`src/rtl/toy_mem_req_bridge.sv`:
```
// Valid/ready request front-end for a 1-cycle-latency SRAM. Read data and write
// acknowledgements return in request order through a small response FIFO.
module toy_mem_req_bridge #(
  parameter int ADDR_WIDTH = 32,
  parameter int MEM_AW     = 10,
  parameter int DATA_WIDTH = 32,
  parameter int RESP_DEPTH = 4
) (
  input  logic                    clk,
  input  logic                    rst_n,
  input  logic                    req_vld,
  output logic                    req_rdy,
  input  logic [ADDR_WIDTH-1:0]   req_addr,
  input  logic                    req_wr_en,
  input  logic [DATA_WIDTH-1:0]   req_wr_data,
  input  logic [DATA_WIDTH/8-1:0] req_wr_byte_en,
  output logic                    ack_vld,
  input  logic                    ack_rdy,
  output logic [DATA_WIDTH-1:0]   ack_rd_data,
  output logic                    mem_en,
  output logic                    mem_wr_en,
  output logic [MEM_AW-1:0]       mem_addr,
  output logic [DATA_WIDTH-1:0]   mem_wr_data,
  output logic [DATA_WIDTH/8-1:0] mem_wr_byte_en,
  input  logic [DATA_WIDTH-1:0]   mem_rd_data
);

  localparam int PW = $clog2(RESP_DEPTH);
  localparam int CW = PW + 1;

  logic                  p1_vld;
  logic                  p1_wr;
  logic [DATA_WIDTH-1:0] fifo_mem [RESP_DEPTH];
  logic [PW-1:0]         wr_ptr;
  logic [PW-1:0]         rd_ptr;
  logic [CW-1:0]         fifo_count;
  logic [CW:0]           occupancy;
  logic                  push;
  logic                  pop;
  logic                  unused_addr_bits;

  // The in-flight access already owns a FIFO slot, so it counts toward occupancy.
  assign occupancy = {1'b0, fifo_count} + {{CW{1'b0}}, p1_vld};
  assign req_rdy   = rst_n && (occupancy < (CW+1)'(RESP_DEPTH));

  assign mem_en         = req_vld && req_rdy;
  assign mem_wr_en      = mem_en && req_wr_en;
  assign mem_addr       = req_addr[MEM_AW+1:2];
  assign mem_wr_data    = req_wr_data;
  assign mem_wr_byte_en = req_wr_byte_en;

  assign unused_addr_bits = ^{req_addr[ADDR_WIDTH-1:MEM_AW+2], req_addr[1:0]};

  assign push        = p1_vld;
  assign ack_vld     = (fifo_count != '0);
  assign pop         = ack_vld && ack_rdy;
  assign ack_rd_data = ack_vld ? fifo_mem[rd_ptr] : '0;

  always_ff @(posedge clk or negedge rst_n) begin
    if (!rst_n) begin
      p1_vld <= 1'b0;
      p1_wr  <= 1'b0;
    end else begin
      p1_vld <= mem_en;
      if (mem_en) begin
        p1_wr <= req_wr_en;
      end
    end
  end

  // Storage needs no reset: fifo_count gates every observable read of it.
  always_ff @(posedge clk) begin
    if (push) begin
      fifo_mem[wr_ptr] <= p1_wr ? '0 : mem_rd_data;
    end
  end

  always_ff @(posedge clk or negedge rst_n) begin
    if (!rst_n) begin
      wr_ptr     <= '0;
      rd_ptr     <= '0;
      fifo_count <= '0;
    end else begin
      if (push) begin
        wr_ptr <= wr_ptr + 1'b1;
      end
      if (pop) begin
        rd_ptr <= rd_ptr + 1'b1;
      end
      case ({push, pop})
        2'b10:   fifo_count <= fifo_count + 1'b1;
        2'b01:   fifo_count <= fifo_count - 1'b1;
        default: fifo_count <= fifo_count;
      endcase
    end
  end

endmodule

```
`config.mk`:
```
export PLATFORM = sky130hd
export DESIGN_NAME = toy_mem_req_bridge
export DESIGN_NICKNAME = d
export VERILOG_FILES = /design/src/rtl/toy_mem_req_bridge.sv
export SDC_FILE = /design/constraint.sdc
export NUM_CORES = 1
export LEC_CHECK = 0
export ABC_CLOCK_PERIOD_IN_PS = 2600
export CORE_MARGIN = 2
export CORE_UTILIZATION = 35
export CTS_CLUSTER_SIZE = 30
export DETAILED_ROUTE_END_ITERATION = 10
export PLACE_DENSITY = 0.69
export SLEW_MARGIN = 20
export SYNTH_ARGS = -nofsm -noshare
export SYNTH_HDL_FRONTEND = slang
export SYNTH_SLANG_ARGS = --single-unit
```
`constraint.sdc`:
```
create_clock -name clk -period 2.6 [get_ports clk]
set_clock_uncertainty 0.1 [all_clocks]
set_input_delay 0.52 -clock clk [delete_from_list [all_inputs] [get_ports clk]]
set_output_delay 0.52 -clock clk [all_outputs]
set_load 0.05 [all_outputs]
```
# Word-level counts from Yosys, hierarchy flattened
# Memory sizes are Yosys's and may differ from the RTL's.
# Cells that the tools add are included.
dict set report word_totals {
  out_inout_bits 82
  ff_bits 9
  ram_bits 128
  word_cells 25
  memories 1
  input_bits 105
}
# name words width rd rd_clocked_by_memory_dff wr line
set mem_list {}
lappend mem_list {fifo_mem 4 32 1 0 1 33} ;# logic [DATA_WIDTH-1:0] fifo_mem [RESP_DEPTH];
dict set report op_classes {
  eq_ne 2
  n_addsub 5
  n_reduce_logical 6
  mux 5
  order_cmp 1
}
# operator count
set op_table {}
lappend op_table {{32-bit two-way mux} 2}
lappend op_table {{3-bit case mux with 2 select lines} 1}
lappend op_table {{2-bit by 1-bit adder with 2-bit output (second input constant)} 2}
lappend op_table {{3-bit by 1-bit adder with 4-bit output} 1}
lappend op_table {{1-bit logical AND} 4}
lappend op_table {{4-bit by 3-bit less-than comparator with 1-bit output (second input constant)} 1}
lappend op_table {{3-bit by 1-bit adder with 3-bit output (second input constant)} 1}
lappend op_table {{3-bit nonzero test} 1}
lappend op_table {{3-bit by 1-bit subtractor with 3-bit output (second input constant)} 1}
lappend op_table {{2-bit by 1-bit equality test with 1-bit output (second input constant)} 1}
lappend op_table {{2-bit equality test (second input constant)} 1}
lappend op_table {{1-bit two-way mux} 2}
lappend op_table {{2-bit nonzero test} 1}

# Longest topological paths before layout
dict set report depth {
  ltp_word 5
  ltp_mapped 9
  mapped_depth_nobuf 8
}

# Worst setup path after synthesis
# No wires, ideal clock.
dict set report synth_path {
  path_type {register to output}
  start {register p1_vld}
  end {output mem_wr_en}
  required_ns 1.980
  path_buffers 1
  path_slack_ns 0.004
  t_arrival_ns 1.976
  path_stages_with_launch 4
  cell_sequence {dfrtp_1 clkbuf_1 a311oi_2 and2_1}
}
dict set report synth_via {
  elab_chain_cells 5
}
# element line
set synth_rtl {}
lappend synth_rtl {{start: declaration} 31} ;# logic p1_vld;
lappend synth_rtl {{start signal: assignment} 64} ;# p1_vld <= mem_en;
lappend synth_rtl {{3-bit by 1-bit adder with 4-bit output} 43} ;# assign occupancy = {1'b0, fifo_count} + {{CW{1'b0}}, p1_vld};
lappend synth_rtl {{4-bit by 3-bit less-than comparator with 1-bit output} 44} ;# assign req_rdy = rst_n && (occupancy < (CW+1)'(RESP_DEPTH));
lappend synth_rtl {{1-bit logical AND} 44}
lappend synth_rtl {{1-bit logical AND} 46} ;# assign mem_en = req_vld && req_rdy;
lappend synth_rtl {{net mem_en} 20} ;# output logic mem_en,
lappend synth_rtl {{1-bit logical AND} 47} ;# assign mem_wr_en = mem_en && req_wr_en;
lappend synth_rtl {{end: declaration} 21} ;# output logic mem_wr_en,
# The timed path passes the listed nets, and every way through them passes these cells.

# Worst setup path after layout
dict set report layout_path {
  start {register rd_ptr[0]}
  end {output ack_rd_data[10]}
}
dict set report layout_via {
  elab_chain_cells 2
}
# element line
set layout_rtl {}
lappend layout_rtl {{start: declaration} 35} ;# logic [PW-1:0] rd_ptr;
lappend layout_rtl {{start signal: assignment} 88} ;# rd_ptr <= rd_ptr + 1'b1;
lappend layout_rtl {{memory 4 x 32 bit} --}
lappend layout_rtl {{32-bit two-way mux} 57} ;# assign ack_rd_data = ack_vld ? fifo_mem[rd_ptr] : '0;
lappend layout_rtl {{end: declaration} 19} ;# output logic [DATA_WIDTH-1:0] ack_rd_data,
# No other way between the ends.

==> run summary <==
The routed wirelength normalized by instance count is 18.8 um. The clock transition time at the flip-flop clock pins of the worst setup and hold paths came out at 0.06 ns. The x dimension of the die came out at 134 um. The transition time at the pin with the least slew margin came out at around 0.8 ns. Among all stages on the critical path, the largest delay is contributed by sky130_fd_sc_hd__mux4_2. For the worst setup path, the data required time is between 1.5 and 2 ns. The number of antenna violations at the first check in global routing is 1.

The total length of routed met2 wires came out at 5720 um. The number of hold violations in the final report came out at 0. The post-route setup TNS is 0 ns. During synthesis, Yosys emitted a total of 0 warnings. The area fraction of the dominant cell type after synthesis came out at around 65%. The number of clock buffers inserted by TritonCTS is 17. The later pin in the worst-skew pair is clocked with a latency of between 0.4 and 0.5 ns. At the end of routability-driven placement, the weighted congestion stood at 0.656.

The synthesized cell area came out at 5950 um2. By area, the combinational part of the netlist is dominated by multiplexers. The number of buffers between clock root and the deepest sink is 2. The number of remaining DRC errors came out at 0. The run finished with clean final reports.

The power density over the cells is 1360 nW/um2. The simple logic cell fraction of the synthesized area came out at 7.83%. The fraction of the mapped netlist area in compound gates is 0.442%. In this run the worst hold path is classified as primary input to asynchronous set/reset pin. The type of element launching the critical path is a flop.

The share of total power in the clock network came out at 23.8%. Timing analysis after detailed placement gives a worst setup slack of about 0.22 ns. The relative slew slack came out at 48.2%.

Detailed routing placed a total of 706 um of wire on met3. The largest total area in the synthesized netlist belongs to sky130_fd_sc_hd__edfxtp_1. The detailed-router iteration count before antenna repair came out at 4. The distinct cell type count after synthesis came out at 27.

The final layout contains routed wiring with a total length of between 10000 and 15000 um. The average footprint of a synthesized cell is 18.0 um2. The shortest period the worst path allows came out at 2.56 ns. The detail route stage leaves a number of antenna-violating nets equal to 0. The maximum number of pins on one net before global-route repair is 33. The TritonCTS sink count is 137. The total routing resource utilization after global routing came out at 13.5%.

The area enclosed by the die boundary is 18000 um2. The initial standard-cell utilization of the core is 35.9%. The uppermost metal layer occupied by signal nets is met5. The critical path arrival is 1.94 ns.

Setup repair after global routing could not meet its margin everywhere. The area taken by multi-input logic gates is 1420 um2. The height of the chip is 134 um. The post-synthesis net count is 441.

The initial detailed-routing violation count came out at ~130. The core footprint came out at 16600 um2. The net switching power of the design is between 0.003 and 0.004 W.

The number of levels in the clock H-tree is 4. The max-cap violation count is 0. The static leakage is approximately 2.7 nW. The post-route worst setup slack came out at 0.0374 ns. The sequential share of power came out at 28.1%. The worst-case reg-to-reg path depth is 8. After Yosys synthesis, XOR and XNOR cells account for less than 1% of the synthesized area. The kind of capture point of the worst setup path is an output pin. Detailed routing inserted a total of 2879 vias.

After detailed routing, the wire length on met1 is 4520 um. Internal power comes to 0.00689 W. Static timing analysis puts the maximum clock frequency at between 300 and 400 MHz. The max-slew violation count came out at 0. The post-synthesis sequential element count is between 100 and 150.

Traced cell by cell, the critical path runs through buf_12 > clkbuf_16 > mux4_2 > and2_4 > buf_12. The maximum net fanout on the critical path came out at 8. In the final layout, flip-flops and latches occupy between 4000 and 5000 um2.

The total of buffers placed on input and output ports is 72. The post-route core utilization is 46.6%. CTS placed an instance of sky130_fd_sc_hd__clkbuf_16 at the clock tree root. On the worst path, the slowest cell contributes a delay of 0.50 ns.

The floorplan has 47 rows. Ranked by total cell area, the synthesized netlist is headed by sky130_fd_sc_hd__edfxtp_1, sky130_fd_sc_hd__mux4_2, sky130_fd_sc_hd__buf_4, sky130_fd_sc_hd__and2_1, sky130_fd_sc_hd__dfrtp_1. The peak supply drop is 1.16 mV. The number of global-route vias before repair came out at 3208.

The combinational power share is 48.0%. The average vias per placed instance came out at approximately 4.7. The number of antenna diodes came out at 0. Compared with the post-synthesis result, the final layout area differs by 30.0%.

The synthesized instance count is 330. The HPWL after detailed placement is 7170 um. The residual overflow from global routing is 0. The arithmetic-cell share of the synthesized area counting full adders, half adders and majority gates came out at 1.39%. The finished cells cover slightly below 8000 um2.

Net switching is 34.4% of the power. The portion of netlist area occupied by mux cells came out at 12.7%. The post-route fraction of the period consumed by the critical path came out at roughly 99%. Summing the sequential cell areas from Yosys gives 68.4% of the chip area. The ratio of cells with drive above 1 in the final layout is 36.8%. The most numerous cell type found on the critical path is sky130_fd_sc_hd__buf_12.

The design draws 0.0105 W. The first global-routing pass estimated 17700 um of wire. The setup violation total in the final timing report is 0.

After filler insertion, the fill cell instance count of the layout stands at 1438. At the end of the flow, the number of nets in the layout was 487. In this run the cell area measured after placement is 6970 um2. 187 I/O pins were placed. The number of buffers inserted for hold repair after clock tree synthesis came out at 0. The kind of critical path is flop to output pin. TritonCTS built the clock tree.
-- power by group through the flow --
| stage | clock, W | sequential [W] | combinational [W] |
|---|---|---|---|
| floorplan | 0 | 0.00291 | 0.00299 |
| global placement | 0 | 0.00298 | 0.00467 |
| detailed placement | 0 | 0.00300 | 0.00474 |
| CTS | 0.00255 | 0.00296 | 0.00479 |
| global route | 0.00265 | 0.00299 | 0.00532 |
| finish | 0.00250 | 0.00296 | 0.00505 |
-- final timing paths --
check | from | to | slack [ns]
max in group asynchronous | rst_n | rd_ptr[0] | 1.93
max | rd_ptr[0] | ack_rd_data[10] | 0.04
max reg2reg | fifo_count[0] | fifo_count[2] | 0.56
min reg2reg | fifo_count[2] | fifo_count[2] | 0.40
min in group clk | fifo_count[2] | fifo_count[2] | 0.40
min | rst_n | p1_wr | 0.31
-- cell type report --
type | instances | share of cell area (%)
sequential | 137 | 52.7
multi-input combinational | 124 | 18.4
timing repair buffer | 89 | 16.9
clock buffer | 18 | 5.55
tap | 220 | 3.56
clock inverter | 14 | 2.54
inverter | 7 | 0.340
-- state kept, by name, indices dropped and copies added, names as in the netlist --
| signal | flops |
|---|---|
| rd_ptr | 2 |
| fifo_count | 3 |
| fifo_mem | 128 |
| wr_ptr | 2 |
| p1_vld | 1 |
| p1_wr | 1 |
-- layout by cell type (no fill, tap or decap), types with 5 or more instances in the layout --
cell type and instances:
sky130_fd_sc_hd__nor2b_1 32, sky130_fd_sc_hd__ha_1 5, sky130_fd_sc_hd__buf_4 7, sky130_fd_sc_hd__inv_1 7, sky130_fd_sc_hd__dfrtp_1 7, sky130_fd_sc_hd__buf_12 40
sky130_fd_sc_hd__and2_1 16, sky130_fd_sc_hd__and2_4 18, sky130_fd_sc_hd__clkbuf_16 19, sky130_fd_sc_hd__clkdlybuf4s50_1 36, sky130_fd_sc_hd__mux4_2 32, sky130_fd_sc_hd__edfxtp_1 128
-- synth_stat cells --
| library cell | n |
|---|---|
| sky130_fd_sc_hd__mux4_1 | 4 |
| sky130_fd_sc_hd__and2_4 | 1 |
| sky130_fd_sc_hd__mux4_2 | 28 |
| sky130_fd_sc_hd__buf_4 | 46 |
| sky130_fd_sc_hd__ha_1 | 5 |
| sky130_fd_sc_hd__mux2i_1 | 1 |
| sky130_fd_sc_hd__mux2_2 | 1 |
| sky130_fd_sc_hd__buf_6 | 1 |
| sky130_fd_sc_hd__buf_2 | 4 |
| sky130_fd_sc_hd__nor2_1 | 1 |
| sky130_fd_sc_hd__edfxtp_1 | 128 |
| sky130_fd_sc_hd__buf_12 | 3 |
| sky130_fd_sc_hd__nand2b_1 | 1 |
| sky130_fd_sc_hd__o21ai_0 | 1 |
| sky130_fd_sc_hd__nand2_1 | 1 |
| sky130_fd_sc_hd__xnor2_1 | 2 |
| sky130_fd_sc_hd__fa_1 | 1 |
| sky130_fd_sc_hd__a311oi_2 | 1 |
| sky130_fd_sc_hd__dfrtp_1 | 9 |
| sky130_fd_sc_hd__inv_1 | 7 |
| sky130_fd_sc_hd__and2_1 | 37 |
| sky130_fd_sc_hd__a31oi_1 | 1 |
| sky130_fd_sc_hd__xor2_1 | 4 |
| sky130_fd_sc_hd__nand3_1 | 1 |
| sky130_fd_sc_hd__clkbuf_1 | 8 |
| sky130_fd_sc_hd__or3_1 | 1 |
| sky130_fd_sc_hd__nor2b_1 | 32 |
-- cell families after synthesis --
kind of cell,after synthesis
flip-flops,137
XOR/XNOR,6
AND/OR/NAND/NOR,75
AO/OA/AOI/OAI,3
multiplexers,34
buffers and inverters,69
adder cells (fa/ha/maj),6
-- stage by stage --
stage	hold slack [ns]	std cells
floorplan	0.124	330
global placement	0.378	573
detailed placement	0.376	573
CTS	0.303	605
global route	0.330	609
finish	0.315	609
-- timing repair --
item                       in CTS  in global routing
setup buffers                   0                  2
gates cloned                    0                  2
setup endpoints to repair      16                 31
gates resized for setup         6                 24
-- layer usage --
layer  vias to the layer above  global-route usage [%]
met2                        70                    21.5
met4                         2                    8.01
met5                         -                       0
li1                       1271                       -
met1                      1461                    15.7
met3                        75                    4.91
-- worst max-delay path: cells and delay by family (launching register included) --
| kind | cells | cell delay, ns |
|---|---|---|
| buffers and inverters | 3 | 0.43 |
| flip-flops | 1 | 0.41 |
| multiplexers | 1 | 0.50 |
| AND/OR/NAND/NOR | 1 | 0.18 |
Note: power is estimated with default switching activity, not from simulation.
